### src/rtl/rand_seq_gen_if.sv
// Control/result bundle between the sequencing FSM (master) and rand_seq_gen (slave).
// Optional hist bus exists only when RAND_SEQ_HIST_EN is defined.
interface rand_seq_gen_if #(
  parameter int SYM_W   = 2,
  parameter int SEQ_LEN = 9,
  parameter int LFSR_W  = 16
`ifdef RAND_SEQ_HIST_EN
  , parameter int HIST_W = 6
`endif
);
  logic                     start;
  logic                     seed_load;
  logic [LFSR_W-1:0]        seed;
  logic                     busy;
  logic                     done;
  logic                     seq_valid;
  logic [SEQ_LEN*SYM_W-1:0] seq_out;
`ifdef RAND_SEQ_HIST_EN
  logic [HIST_W-1:0]        hist;
`endif

  modport master (
    output start, seed_load, seed,
    input  busy, done, seq_valid, seq_out
`ifdef RAND_SEQ_HIST_EN
    , input hist
`endif
  );

  modport slave (
    input  start, seed_load, seed,
    output busy, done, seq_valid, seq_out
`ifdef RAND_SEQ_HIST_EN
    , output hist
`endif
  );
endinterface

### src/rtl/rand_seq_gen.sv
// Constrained-random symbol sequence generator: LFSR symbols, per-symbol repeat cap.
// Define RAND_SEQ_HIST_EN to expose the live per-symbol counts on bus.hist.
module rand_seq_gen #(
  parameter int                SYM_W    = 2,
  parameter int                NUM_SYM  = 3,
  parameter int                SEQ_LEN  = 9,
  parameter int                MAX_REP  = 3,
  parameter int                STEP_DIV = 3,
  parameter int                LFSR_W   = 16,
  parameter logic [LFSR_W-1:0] SEED_DEF = LFSR_W'('hACE1)
) (
  input  logic          clk,
  input  logic          reset,
  rand_seq_gen_if.slave bus
);
  localparam int CW    = $clog2(MAX_REP + 1);
  localparam int IW    = $clog2(SEQ_LEN + 1);
  localparam int SW    = (STEP_DIV > 1) ? $clog2(STEP_DIV) : 1;
  localparam int SEQ_W = SEQ_LEN * SYM_W;

  if (NUM_SYM < 2 || NUM_SYM > 2**SYM_W) begin : g_bad_num_sym
    $error("rand_seq_gen: NUM_SYM must be in 2..2**SYM_W");
  end
  if (SEQ_LEN < 1 || SEQ_LEN > NUM_SYM * MAX_REP) begin : g_bad_seq_len
    $error("rand_seq_gen: SEQ_LEN must be in 1..NUM_SYM*MAX_REP");
  end
  if (MAX_REP < 1 || STEP_DIV < 1) begin : g_bad_rep_div
    $error("rand_seq_gen: MAX_REP and STEP_DIV must be >= 1");
  end
  if (LFSR_W < 6 || SEED_DEF == '0) begin : g_bad_lfsr
    $error("rand_seq_gen: LFSR_W must be >= 6 and SEED_DEF non-zero");
  end

  typedef enum logic {IDLE, GEN} state_e;

  state_e                     state_q, state_d;
  logic [LFSR_W-1:0]          lfsr_q, lfsr_d;
  logic [SYM_W-1:0]           rr_q, rr_d;
  logic [SW-1:0]              step_q, step_d;
  logic [IW-1:0]              idx_q, idx_d;
  logic [NUM_SYM-1:0][CW-1:0] cnt_q, cnt_d;
  logic [SEQ_W-1:0]           seq_q, seq_d;
  logic                       done_q, done_d;
  logic                       valid_q, valid_d;

  logic                       fb;
  logic [SYM_W-1:0]           raw, cand, sym;

  // x^16+x^14+x^13+x^11, taps anchored to the MSB
  assign fb   = lfsr_q[LFSR_W-1] ^ lfsr_q[LFSR_W-3] ^ lfsr_q[LFSR_W-4] ^ lfsr_q[LFSR_W-6];
  assign raw  = lfsr_q[SYM_W-1:0];
  assign cand = (int'(raw) >= NUM_SYM) ? rr_q : raw;

  // Saturated candidate: walk forward (mod NUM_SYM) to the first symbol with room left
  always_comb begin
    logic found;
    int   j;
    found = 1'b0;
    j     = 0;
    sym   = cand;
    if (cnt_q[cand] == CW'(MAX_REP)) begin
      for (int k = 1; k < NUM_SYM; k++) begin
        j = int'(cand) + k;
        if (j >= NUM_SYM) j = j - NUM_SYM;
        if (!found && cnt_q[j] < CW'(MAX_REP)) begin
          sym   = SYM_W'(j);
          found = 1'b1;
        end
      end
    end
  end

  always_comb begin
    state_d = state_q;
    lfsr_d  = {lfsr_q[LFSR_W-2:0], fb};
    rr_d    = (rr_q == SYM_W'(NUM_SYM - 1)) ? '0 : rr_q + 1'b1;
    step_d  = step_q;
    idx_d   = idx_q;
    cnt_d   = cnt_q;
    seq_d   = seq_q;
    done_d  = 1'b0;
    valid_d = valid_q;

    if (state_q == IDLE && bus.seed_load)
      lfsr_d = (bus.seed == '0) ? SEED_DEF : bus.seed;

    case (state_q)
      IDLE: begin
        if (bus.start) begin
          state_d = GEN;
          step_d  = '0;
          idx_d   = '0;
          cnt_d   = '0;
          seq_d   = '0;
          valid_d = 1'b0;
        end
      end
      GEN: begin
        if (step_q == SW'(STEP_DIV - 1)) begin
          step_d                              = '0;
          seq_d[int'(idx_q)*SYM_W +: SYM_W]   = sym;
          cnt_d[sym]                          = cnt_q[sym] + 1'b1;
          if (idx_q == IW'(SEQ_LEN - 1)) begin
            state_d = IDLE;
            done_d  = 1'b1;
            valid_d = 1'b1;
          end else begin
            idx_d = idx_q + 1'b1;
          end
        end else begin
          step_d = step_q + 1'b1;
        end
      end
      default: state_d = IDLE;
    endcase
  end

  always_ff @(posedge clk) begin
    if (reset) begin
      state_q <= IDLE;
      lfsr_q  <= SEED_DEF;
      rr_q    <= '0;
      step_q  <= '0;
      idx_q   <= '0;
      cnt_q   <= '0;
      seq_q   <= '0;
      done_q  <= 1'b0;
      valid_q <= 1'b0;
    end else begin
      state_q <= state_d;
      lfsr_q  <= lfsr_d;
      rr_q    <= rr_d;
      step_q  <= step_d;
      idx_q   <= idx_d;
      cnt_q   <= cnt_d;
      seq_q   <= seq_d;
      done_q  <= done_d;
      valid_q <= valid_d;
    end
  end

  assign bus.busy      = (state_q == GEN);
  assign bus.done      = done_q;
  assign bus.seq_valid = valid_q;
  assign bus.seq_out   = seq_q;
`ifdef RAND_SEQ_HIST_EN
  assign bus.hist      = cnt_q;
`endif

endmodule
### src/flat_wrapper.sv
// flat-port wrapper written by rule: the top's interface ports become plain ports
module rand_seq_gen_flat 
#(
  parameter int                SYM_W    = 2,
  parameter int                NUM_SYM  = 3,
  parameter int                SEQ_LEN  = 9,
  parameter int                MAX_REP  = 3,
  parameter int                STEP_DIV = 3,
  parameter int                LFSR_W   = 16,
  parameter logic [LFSR_W-1:0] SEED_DEF = LFSR_W'('hACE1)
)
  (clk, reset, bus_start, bus_seed_load, bus_seed, bus_busy, bus_done, bus_seq_valid, bus_seq_out);
  rand_seq_gen_if #(.SYM_W(SYM_W), .SEQ_LEN(SEQ_LEN), .LFSR_W(LFSR_W)) bus_i ();
  input  logic clk;
  input  logic reset;
  input wire logic [$bits(bus_i.start)-1:0] bus_start;
  input wire logic [$bits(bus_i.seed_load)-1:0] bus_seed_load;
  input wire logic [$bits(bus_i.seed)-1:0] bus_seed;
  output wire logic [$bits(bus_i.busy)-1:0] bus_busy;
  output wire logic [$bits(bus_i.done)-1:0] bus_done;
  output wire logic [$bits(bus_i.seq_valid)-1:0] bus_seq_valid;
  output wire logic [$bits(bus_i.seq_out)-1:0] bus_seq_out;
  assign bus_i.start = bus_start;
  assign bus_i.seed_load = bus_seed_load;
  assign bus_i.seed = bus_seed;
  assign bus_busy = bus_i.busy;
  assign bus_done = bus_i.done;
  assign bus_seq_valid = bus_i.seq_valid;
  assign bus_seq_out = bus_i.seq_out;
  rand_seq_gen #(.SYM_W(SYM_W), .NUM_SYM(NUM_SYM), .SEQ_LEN(SEQ_LEN), .MAX_REP(MAX_REP), .STEP_DIV(STEP_DIV), .LFSR_W(LFSR_W), .SEED_DEF(SEED_DEF)) u_core (.clk(clk), .reset(reset), .bus(bus_i));
endmodule
### config.mk
export PLATFORM = sky130hd
export DESIGN_NAME = rand_seq_gen_flat
export DESIGN_NICKNAME = d
export VERILOG_FILES = /design/src/rtl/rand_seq_gen_if.sv /design/src/rtl/rand_seq_gen.sv /design/src/flat_wrapper.sv
export SDC_FILE = /design/constraint.sdc
export NUM_CORES = 1
export LEC_CHECK = 0
export CORE_AREA = 2 2 56 98
export DETAILED_ROUTE_END_ITERATION = 8
export DIE_AREA = 0 0 58 100
export PLACE_DENSITY = 0.82
export RECOVER_POWER = 100
export SYNTH_ARGS = -nofsm -noshare
export SYNTH_HDL_FRONTEND = slang
export SYNTH_SLANG_ARGS = --single-unit
### constraint.sdc
create_clock -name clk -period 3.4 [get_ports clk]
set_clock_uncertainty 0.1 [all_clocks]
set_input_delay 0.68 -clock clk [delete_from_list [all_inputs] [get_ports clk]]
set_output_delay 0.68 -clock clk [all_outputs]
set_load 0.05 [all_outputs]
Yosys cells after proc, flatten, opt, wreduce, memory -nomap -nowiden. Cells that the tools add are included. Widths: inputs -> output; s select.

Add/sub/neg operators: 9. Multipliers: 0. Div/mod/pow operators: 0. Order comparisons: 10. Equality and inequality tests: 8. Shift-type cells: 2. Mux-type cells: 48. Bitwise gates (word level): 5. Reductions and logical operators: 10.

Operator list (count): $mux 32 (4); $ge 32x3->1 const B (2); $lt 32x4->1 const B (2); $sub 32x3->32 const B (2); $mux 18 (2); $pmux 18 s2 (1); $neg 5->33 (1); $shift 2x33->18 const A (1); $shiftx 2x33->18 (1); $mux 16 (2); $mux 2 (13); $bwmux 18 (1); $bmux 2 s2 (4); $logic_not 16->1 (1); $mux 4 (3); $mux 6 (2); $pmux 6 s2 (1); $mux 1 (9); $ne 2x2->1 const B (4); $pmux 4 s2 (1); $add 2x1->2 const B (3); $bwmux 6 (1); $eq 2x2->1 const B (3); $lt 2x3->1 const B (2); other kinds (18) (26).

Flip-flop bits (word level): 51. Latch bits: 0. RAM bits: 0. Bits in read-only memories: 0. Input port bits: 20. Logic and storage cells: 103. Memories: 0.

Logic depth before layout (Yosys ltp).
Depth after elaboration: 23. Gate-level depth with buffers: 13. Depth with buffers taken out: 12.

Least setup slack after synthesis. No wires, ideal clock.

Path type: register -> register. Start point: reg u_core.lfsr_q[0]. End point: reg u_core.cnt_q[0] (netlist name). Setup time: 0.065 ns. Data arrival time: 2.663 ns. Required time: 3.235 ns. Setup slack: 0.571 ns. Cell stages (with the launch flop): 11. Cell sequence: dfxtp_1 -> inv_2 -> o21a_1 -> ha_1 -> or3_1 -> a311oi_1 -> o22ai_1 -> buf_2 -> nor3_1 -> mux2_2 -> nor2_1.

Word-level cells in the longest chain between the ends: 23. Elaborated cells between the ends (all ways): 41. Those cells by class: add/sub: 5; order compare: 7; eq/ne: 1; mux: 25; reduce/logical: 3.

Ends and longest elaborated chain: start: declaration (RTL line rand_seq_gen.sv:37) `logic [LFSR_W-1:0] lfsr_q, lfsr_d;`; start signal: assignment (RTL line rand_seq_gen.sv:131) `lfsr_q <= lfsr_d;`; $ge 2x2->1 (RTL line rand_seq_gen.sv:52) `assign cand = (int'(raw) >= NUM_SYM) ? rr_q : raw;`; $mux 2 (*) (RTL line rand_seq_gen.sv:52); $add 2x1->3 (RTL line rand_seq_gen.sv:63) `j = int'(cand) + k;`; $sub 32x3->32 or $ge 32x3->1 (tied branches) (RTL line rand_seq_gen.sv:64) `if (j >= NUM_SYM) j = j - NUM_SYM;`; $mux 32 (RTL line rand_seq_gen.sv:64); $mux 32 (RTL line rand_seq_gen.sv:61) `if (cnt_q[cand] == CW'(MAX_REP)) begin`; $bmux 2 s2 (RTL line rand_seq_gen.sv:65) `if (!found && cnt_q[j] < CW'(MAX_REP)) begin`; $mux 2 (implied by the code) (2 in a row) (RTL line rand_seq_gen.sv:65); [6 not listed]; $mux 2 (*) (RTL line rand_seq_gen.sv:61); $lt 2x3->1 (implied by the code) or $ge 2x1->1 (tied branches) (RTL line rand_seq_gen.sv:102) `cnt_d[sym] = cnt_q[sym] + 1'b1;`; $logic_and 1x1->1 (implied by the code) (RTL line rand_seq_gen.sv:102); $mux 2 (implied by the code) (RTL line rand_seq_gen.sv:102); $demux 2 s2; $bwmux 6 (*) (RTL line rand_seq_gen.sv:102); $mux 6 (*) (RTL line rand_seq_gen.sv:99) `if (step_q == SW'(STEP_DIV - 1)) begin`; $pmux 6 s2 (*) (RTL line rand_seq_gen.sv:87) `case (state_q)`; end signal: assignment (RTL line rand_seq_gen.sv:135) `cnt_q <= cnt_d;`; end: declaration (RTL line rand_seq_gen.sv:41) `logic [NUM_SYM-1:0][CW-1:0] cnt_q, cnt_d;`.

Mark *: on every way between the ends. The rest lies on a longest branch, timed or not. The select of a mux whose other input is x is not followed. A chain may end at the register's enable or synchronous reset.

Worst setup path in the final report.
Start point: reg u_core.lfsr_q[0]. End point: reg u_core.cnt_q[1] (netlist name).

Same word-level chain as after synthesis.

==> key figures <==
STA
  – Final Hold Fails: 0
  – Slew headroom: ~40%
  – TNS Setup: 0 ps
  – Worst Tran Pin Value: between 900 and 1000 ps
  – Max Clock Freq: approximately 0.31 GHz
  – Slew Limit Fails: 0
  – Final setup fails: 0
  – RSZ-0062 raised after global routing: no
  – Period utilization: 93.9%
  – Minimum clock period: roughly 3200 ps

Global routing
  – Largest net degree at the start of global routing: 25
  – Tot GR Track Use: 21.7%
  – Overflow after GRT: 0
  – Initial antenna violation count: 0
  – Vias in the first global route: around 2400
  – First-pass GRT wire length: roughly 10000 um

Worst setup path
  – Crit path max-delay cell type: o32a_2
  – CP max stage delay: roughly 500 ps
  – Worst R2R Start: u_core.lfsr_q[0]$_SDFF_PP1_
  – R2r setup slk: approximately 210 ps
  – Worst setup path class: flop to flop
  – Data arrival at the endpoint of the critical path: 3270 ps
  – CP Launch Point: u_core.lfsr_q[0]$_SDFF_PP1_
  – WP data required: approximately 3500 ps
  – Top Family by Delay on Critical Path: compound AO/OA/AOI/OAI gates
  – CP startpoint kind: flop
  – Cells on worst reg2reg path: 11
  – Crit path buffers/inverters: 1
  – CP Cell Sequence: inv_2 -> o21a_1 -> ha_1 -> nand3b_2 -> o221ai_2 -> nor2_1 -> o32a_2 -> mux2i_1 -> mux2i_1 -> xnor2_1 -> o22ai_1
  – CP Max Fanout: 10
  – Worst reg2reg endpoint: u_core.cnt_q[1]$_SDFFE_PP0P_
  – Crit. End Element: flop
  – Worst path most repeated cell: mux2i_1

Detailed routing
  – Post-DR wirelength/cell: approximately 14 um
  – DRT Pass-1 Iters: 4
  – DR iter-0 viols: between 50 and 60
  – DR vias: 2423
  – Final WL: 5850 um
  – Via density: 5.91
  – DRT antenna net count: 0
  – # DRC: 0

Floorplan
  – Die H: approximately 100 um
  – Ports: between 40 and 50
  – Row cnt: 35
  – Die width: approximately 58 um
  – Initial core utilization: 50.9%
  – Die area: roughly 5800 um^2
  – Core box area: roughly 5100 um^2

Placed design
  – RD Place Congestion: around 0.9
  – Number of I/O port buffers: 40
  – Hpwl dp: 4390 um
  – Placed inst area: roughly 3000 um^2

Finish
  – Layout cells sized above 1: ~6.5%
  – Antenna cells: 0
  – Area Growth Syn to Fin: 19.9%
  – Finished Cell Area: roughly 3100 um^2
  – Most common cell after layout, fill and taps aside: dfxtp_1
  – Layout net count: around 380
  – Commonest non-fill, non-tap cells in the layout: dfxtp_1 (51), nand2_1 (43), a21oi_1 (26), nor2_1 (25), dlygate4sd3_1 (23)
  – Fillers: 443

Worst hold path
  – End of the worst hold path: u_core.lfsr_q[8]$_SDFF_PP0_
  – Min-Delay Path Class: flop to flop
  – Worst hold stages: 2
  – Hold Startpoint: u_core.lfsr_q[7]$_SDFF_PP1_

Yosys
  – Synth async-reset ratio: 0%
  – Synth Area per Inst: ~8 um^2
  – Post-Syn Instances: ~320
  – Synth area leader: dfxtp_1
  – EDFF count, synth: 0
  – Net Count, Synth: 350
  – Top cells by area, synth: dfxtp_1 (39%), nand2_1 (6.2%), a21oi_1 (5.0%), ha_1 (3.9%), nand2b_1 (3.9%)
  – Post-synthesis sequential area ratio: 39.5%
  – Post-synth top area share: ~39%
  – Mapped cell area: roughly 2600 um^2
  – Netlist cell types: 53
  – #FFs+latches synth: 51
  – Synth Warn #: 0
  – Main synth FF type: dfxtp_1

Clocking
  – Hold_buf cts: 0
  – H-tree Lvls: 2
  – Register clock-pin slew on the reported worst setup and hold paths: roughly 90 ps
  – CTS tree: built
  – Worst-Skew Late Latency: 300 ps
  – Max Root-Sink Buffers: 2
  – Root Driver: clkbuf_8
  – CTS buffer count: 5
  – Setup bufs post-CTS: 0
  – Clk sinks: between 50 and 60

Power
  – Power Dens Cells: slightly below 400 nW/um^2
  – VDD IR-drop max: 0.462 mV
  – Leak pwr: roughly 1.2 nW

Job
  – Max Cap Viol: 0

Outcome
  – Status: finished, final reports clean
## cells by family (layout without fill, tap and decap cells)
kind of cell | Yosys count | in the layout | synth area share, %
flip-flops | 51 | 51 | 39.5
AND/OR/NAND/NOR | 153 | 153 | 30.0
buffers and inverters | 29 | 62 | 4.60
adder cells (fa/ha/maj) | 8 | 8 | 3.87
XOR/XNOR | 7 | 7 | 2.37
AO/OA/AOI/OAI | 66 | 66 | 16.4
multiplexers | 8 | 8 | 3.29
## worst register-to-register path: stages (launching register included)
cell,delay [ps]
dfxtp_1,420
inv_2,70
o21a_1,250
ha_1,310
nand3b_2,260
o221ai_2,240
nor2_1,90
o32a_2,500
mux2i_1,200
mux2i_1,130
xnor2_1,360
o22ai_1,150
## synthesized netlist by cell type (2+ instances only)
master / number
a211oi_1: 3
a21oi_1: 26
a31oi_1: 7
and3_1: 5
clkbuf_1: 16
dfxtp_1: 51
ha_1: 8
inv_1: 8
mux2_2: 4
mux2i_1: 4
nand2_1: 43
nand2b_1: 16
nand3_1: 19
nand3b_1: 2
nand4_1: 10
nor2_1: 25
nor2b_1: 5
nor3_1: 9
nor3b_1: 2
nor4_1: 6
o21ai_0: 5
o22ai_1: 11
or3_1: 2
xnor2_1: 6
## state kept, by name, indices dropped and copies added, names as in the netlist
| signal | count |
|---|---|
| u_core.bus.seq_valid | 1 |
| u_core.bus.done | 1 |
| u_core.step_q | 2 |
| u_core.bus.seq_out | 18 |
| u_core.bus.busy | 1 |
| u_core.cnt_q | 6 |
| u_core.rr_q | 2 |
| u_core.idx_q | 4 |
| u_core.lfsr_q | 16 |
## power by group
group          internal (W)  total (W)  switching, W
registers          0.000620   0.000636     0.0000163
clock network      0.000186   0.000370      0.000185
logic             0.0000881   0.000206      0.000118
## metal layers
layer | global-route usage [%] | share of wire (%)
met1 | 23.0 | 39
met2 | 40.7 | 54
met3 | 2.71 | 3.4
met4 | 10.0 | 3.0
met5 | 0 | 0
## worst max-delay path by stage
stage / slack [ps] / endpoint / cells past startpoint
global placement: 330 / u_core.cnt_q[1]$_SDFFE_PP0P_ / 10
finish: 210 / u_core.cnt_q[1]$_SDFFE_PP0P_ / 11
CTS: 170 / u_core.cnt_q[1]$_SDFFE_PP0P_ / 11
detailed placement: 170 / u_core.cnt_q[1]$_SDFFE_PP0P_ / 11
floorplan: 570 / u_core.cnt_q[0]$_SDFFE_PP0P_ / 10
global route: 40 / u_core.cnt_q[1]$_SDFFE_PP0P_ / 11
## repair_timing
item | in CTS | in global routing
endpoints found under the hold margin | 0 | 0
gates resized for setup | 0 | 2
setup endpoints to repair | 0 | 3
## metrics by stage
step                      utilization (%)  hold slack (ps)  setup WS (ps)  cells  total power, W
after floorplan                         -              322            571    322        0.000794
after global placement               59.2              334            329    402        0.000851
after detailed placement             59.2              338            165    402        0.000857
after CTS                            61.2              354            175    410         0.00122
after global routing                 61.0              373           44.2    410         0.00127
final                                61.0              353            209    410         0.00121
## layout make-up
class                   instances  area (um^2)  share of cell area [%]
clock buffers                   8          100                    3.23
inverters                       9         33.8                    1.09
multi-input cells             242         1450                    46.9
flip-flops and latches         51         1020                    32.9
well taps                      55         68.8                    2.22
repair buffers                 45          423                    13.6
Power figures use the tool's default switching activity.
